<file path="config.mk">
export PLATFORM = sky130hd
export DESIGN_NAME = uart_tx_arbiter
export DESIGN_NICKNAME = d
export VERILOG_FILES = /design/src/rtl/uart_tx_arbiter.sv
export SDC_FILE = /design/constraint.sdc
export NUM_CORES = 1
export LEC_CHECK = 0
export ABC_AREA = 1
export CAP_MARGIN = 20
export CORE_AREA = 2 2 257 259
export DETAILED_ROUTE_END_ITERATION = 7
export DIE_AREA = 0 0 259 261
export HOLD_SLACK_MARGIN = 0.05
export PLACE_DENSITY = 0.45
export SKIP_CTS_REPAIR_TIMING = 1
export SLEW_MARGIN = 20
export SYNTH_ARGS = -nofsm -noshare
export SYNTH_HDL_FRONTEND = slang
export SYNTH_SLANG_ARGS = --single-unit
</file>
<file path="constraint.sdc">
create_clock -name clk -period 3.3 [get_ports clk]
set_input_delay 0.495 -clock clk [delete_from_list [all_inputs] [get_ports clk]]
set_output_delay 0.495 -clock clk [all_outputs]
set_load 0.05 [all_outputs]
</file>
<file path="src/rtl/uart_tx_arbiter.sv">
// Round-robin arbiter granting one of NUM_REQ requesters a shared 128-bit UART
// transmit path, with per-byte progress tracking and an inter-byte timeout abort.
module uart_tx_arbiter #(
  parameter int unsigned NUM_REQ         = 4,
  parameter int unsigned BYTES_PER_FRAME = 16,
  parameter int unsigned TIMEOUT_CYCLES  = 4096
) (
  input  logic                     clk,
  input  logic                     reset,
  input  logic [NUM_REQ-1:0]       req,
  input  logic [NUM_REQ*128-1:0]   req_data,
  input  logic                     tx_byte_done,
  output logic [NUM_REQ-1:0]       gnt,
  output logic [NUM_REQ-1:0]       done,
  output logic                     err,
  output logic                     busy,
  output logic [127:0]             tx_data,
  output logic                     tx_en
);

  localparam int unsigned DATA_W = 128;
  localparam int unsigned PTR_W  = $clog2(NUM_REQ);
  localparam int unsigned CAND_W = PTR_W + 1;
  localparam int unsigned CNT_W  = (BYTES_PER_FRAME > 1) ? $clog2(BYTES_PER_FRAME) : 1;
  localparam int unsigned TMO_W  = (TIMEOUT_CYCLES > 1) ? $clog2(TIMEOUT_CYCLES) : 1;
  localparam logic [CNT_W-1:0] CNT_LAST = CNT_W'(BYTES_PER_FRAME - 1);
  localparam logic [TMO_W-1:0] TMO_LAST = TMO_W'(TIMEOUT_CYCLES - 1);

  typedef enum logic [2:0] {
    S_IDLE  = 3'd0,
    S_LOAD  = 3'd1,
    S_SEND  = 3'd2,
    S_DONE  = 3'd3,
    S_ABORT = 3'd4
  } state_t;

  state_t             state;
  state_t             state_nxt;
  logic [PTR_W-1:0]   ptr;
  logic [PTR_W-1:0]   owner;
  logic [PTR_W-1:0]   winner;
  logic [CAND_W-1:0]  cand;
  logic               any_req;
  logic [CNT_W-1:0]   count;
  logic [TMO_W-1:0]   timeout;

  // Round-robin pick: scan from ptr+1 upward; descending loop lets the nearest index win.
  always_comb begin
    winner  = ptr;
    any_req = 1'b0;
    cand    = '0;
    for (int i = int'(NUM_REQ); i >= 1; i--) begin
      cand = CAND_W'(ptr) + CAND_W'(i);
      if (cand >= CAND_W'(NUM_REQ)) begin
        cand = cand - CAND_W'(NUM_REQ);
      end
      if (req[cand[PTR_W-1:0]]) begin
        winner  = cand[PTR_W-1:0];
        any_req = 1'b1;
      end
    end
  end

  // Next-state decode
  always_comb begin
    state_nxt = state;
    case (state)
      S_IDLE:  if (any_req) state_nxt = S_LOAD;
      S_LOAD:  state_nxt = S_SEND;
      S_SEND: begin
        if (tx_byte_done) begin
          if (count == CNT_LAST) state_nxt = S_DONE;
        end else if (timeout == TMO_LAST) begin
          state_nxt = S_ABORT;
        end
      end
      S_DONE:  state_nxt = S_IDLE;
      S_ABORT: state_nxt = S_IDLE;
      default: state_nxt = S_IDLE;
    endcase
  end

  // State register, counters and registered outputs
  always_ff @(posedge clk or negedge reset) begin
    if (!reset) begin
      state   <= S_IDLE;
      ptr     <= PTR_W'(NUM_REQ - 1);
      owner   <= '0;
      count   <= '0;
      timeout <= '0;
      gnt     <= '0;
      done    <= '0;
      err     <= 1'b0;
      busy    <= 1'b0;
      tx_en   <= 1'b0;
      tx_data <= '0;
    end else begin
      state <= state_nxt;
      busy  <= (state_nxt != S_IDLE);
      tx_en <= (state_nxt == S_SEND);
      done  <= '0;
      err   <= 1'b0;
      case (state)
        S_IDLE: begin
          if (any_req) begin
            owner <= winner;
            gnt   <= NUM_REQ'(1) << winner;
          end
        end
        S_LOAD: begin
          tx_data <= req_data[int'(owner)*DATA_W +: DATA_W];
          count   <= '0;
          timeout <= '0;
          ptr     <= owner;
        end
        S_SEND: begin
          // Counters saturate so they never wrap while a frame is in flight.
          if (tx_byte_done) begin
            timeout <= '0;
            if (count != CNT_LAST) count <= count + CNT_W'(1);
          end else if (timeout != TMO_LAST) begin
            timeout <= timeout + TMO_W'(1);
          end
          if (state_nxt == S_DONE)  done <= NUM_REQ'(1) << owner;
          if (state_nxt == S_ABORT) err  <= 1'b1;
        end
        default: gnt <= '0;
      endcase
    end
  end

endmodule

</file>
==> impl_metrics.ini <==
[outcome]
status = finished, final reports clean

[clocking]
clkLatencyLatePin_ns = 0.48
cts_tree = yes
cts_buffers = 17
cts_max_level = 4
clock_path_buffers = 2
path_clk_slew_ns = 0.08
ctsRootBufferMaster = clkbuf_16
cts.sinks = 162

[sta]
clock_skew_ns = 0.0150
max_slew_margin_pct = 40.5
period_share_pct = 76.3
layout_min_cycle_time_ns = 2.52
worst_pin_slew_ns = 0.890
rsz0062_at_grt = no
slew_viol_final = 0
finalSetupViolations = 0
finalSetupTns_ns = 0
finalHoldViolCount = 0
fmax_mhz = 397

[drt]
vias_per_cell = 4.19
drtAntennaViolNets = 0
wl_per_cell_um = 18.9
drc = 0
drtIter0Drc = 743
route.vias.total = 10734
drt_wl_total_mm = 48.4
drtPass1Iterations = 5

[power]
p_leak_nw = 6.27
peakVddDrop_uv = 526
power.switching_mw = 8.07
pwr-share-clk_pct = 13.4
p_comb_share_pct = 64.4
power_mw = 15.5
swShare_pct = 51.9
power.density_nw_per_um2 = 911
p_int_mw = 7.47
p_seq_share_pct = 22.3

[setup_path]
critical_path.slowest_cell = clkdlybuf4s50_1
slowest_delay_ns = 1.09
endpoint_kind = primary output
crit_cells = 1
rr_startpoint = owner[0]
required_ns = 2.80
r2r_setup_slack_ns = 1.28
crit_buf_inv = 1
path_max_fanout = 2
r2r_cells = 5
worst-setup-path-type = register to primary output
worstPathCellList = clkdlybuf4s50_1
critical_path.top_delay_family = buffers and inverters
r2r-end = tx_data[49]
cp-start-kind = register
arrival_ns = 2.02

[worst_hold_path]
worstHoldPathType = primary input to async pin

[final_layout]
syn2layout_area_growth_pct = 90.8
mostFrequentLayoutCell = clkdlybuf4s50_1
n_fill_cell = 6939
finalNetCount = 2207
final_cell_mix = 656 x clkdlybuf4s50_1, 286 x nand2_1, 160 x dfrtp_1
drive_gt1_share_pct = 4.24
multi_input_area_um2 = 4320
seqCellArea_um2 = 4060
final_cell_count_no_fill = 2564

[synth]
yosysWarnings = 0
syn_inst = 1076
yosysSeqAreaShare_pct = 45.4
syn_area_um2 = 8940
synth_fp_nets = 1597
avgSynthCellArea_um2 = 8.31
yosysUniqueCellTypes = 30
ys_ff_latch = 162

[floorplan]
dieArea_um2 = 67600
die_w_um = 259
ios = 658
chipHeight_um = 261
core-area_um2 = 65000
core.rowCount = 94
initial_core_util_pct = 13.7

[grt]
grt_start_max_net_pins = 121
grt_pass1_vias = 10761
antenna_found_initial = 2
grt_overflow_total = 0
grt_pass1_wl_mm = 68.7
grt.total_usage_pct = 13.6

[placement]
place.gp.congestion = 0.836
portBuffers = 657
dpl.hpwl_mm = 37.0
dp_cells = 2531

[flow_run]
drv_cap = 0
-- power groups by stage --
stage / Sequential [mW] / Clock [mW] / Combinational [mW]
final: 3.46 / 2.08 / 10.0
after global routing: 3.58 / 2.26 / 10.7
after CTS: 3.47 / 2.20 / 10.2
after detailed placement: 3.49 / 0 / 10.2
after global placement: 3.48 / 0 / 10.1
after floorplan: 6.11 / 0 / 3.56
-- worst max path at each step --
stage	endpoint	from
after CTS	tx_data[48]	tx_data[48]
after global placement	timeout[11]	tx_byte_done
after detailed placement	busy	tx_byte_done
after floorplan	timeout[11]	timeout[0]
final	tx_data[48]	tx_data[48]
after global routing	tx_data[48]	tx_data[48]
-- routing by layer --
metal  wire length, um  GRT usage [%]
met3              3490           4.07
met2             24300           23.6
met4              1400           5.62
met1             19100           15.6
met5                32              0
-- cell usage after synthesis (all sizes together) --
cell type / instances / area share, %
xor2: 1 / 0.098
xnor2: 1 / 0.098
dfrtp: 160 / 45
ha: 2 / 0.28
a22oi: 150 / 13
nand3b: 1 / 0.084
a31oi: 22 / 1.5
a21o: 1 / 0.084
a22o: 1 / 0.098
o21ai: 17 / 1.3
o31ai: 1 / 0.084
a21oi: 2 / 0.11
nand3: 25 / 1.4
nand4: 12 / 0.84
dfstp: 2 / 0.59
clkbuf: 8 / 0.34
a41oi: 106 / 10
nor3b: 1 / 0.084
buf: 81 / 4.6
inv: 37 / 1.6
or2: 1 / 0.070
nor3: 6 / 0.46
nor2: 152 / 6.5
nand2: 286 / 12
-- worst register-to-register path: cells and delay by family (launching register included) --
family	cells	cell delay [ns]
buffers and inverters	2	0.70
DFF	1	0.56
AOI/OAI and AO/OA	2	0.49
and+or+nand+nor	1	0.18
-- sequential cells by signal, indices dropped and copies added (netlist names) --
register / cells
tx_data: 128
timeout: 12
count: 4
done: 4
gnt: 4
state: 3
owner: 2
ptr: 2
busy: 1
err: 1
tx_en: 1
-- cell families (layout without fill, tap and decap cells) --
| kind of cell | count (synthesis) | after routing | share of synthesized area [%] |
|---|---|---|---|
| AOI/OAI and AO/OA | 300 | 300 | 26.2 |
| buffers and inverters | 126 | 748 | 6.52 |
| xor gates and xnor gates | 2 | 2 | 0.196 |
| other | 0 | 2 | 0 |
| and+or+nand+nor | 484 | 484 | 21.4 |
| DFF | 162 | 162 | 45.4 |
| adders and majority gates | 2 | 2 | 0.280 |
-- cell type report --
cell class	count	area share, %
timing repair buffer	680	40.3
multi-input combinational	788	25.3
sequential	162	23.8
tap	864	6.34
clock buffer	21	2.64
inverter	37	0.829
clock inverter	10	0.741
antenna	2	0.0293
-- metrics by stage --
step	utilization [%]	hold slack (ns)	cell area, um2	setup slack (ns)
after global placement	25.3	0.479	16500	1.13
after CTS	26.2	0.0712	17100	0.716
after floorplan	-	0.199	8940	1.78
after global routing	26.2	0.0979	17100	0.739
final	26.2	0.0695	17100	0.783
after detailed placement	25.3	0.472	16500	1.05
Power figures use the tool's default switching activity.
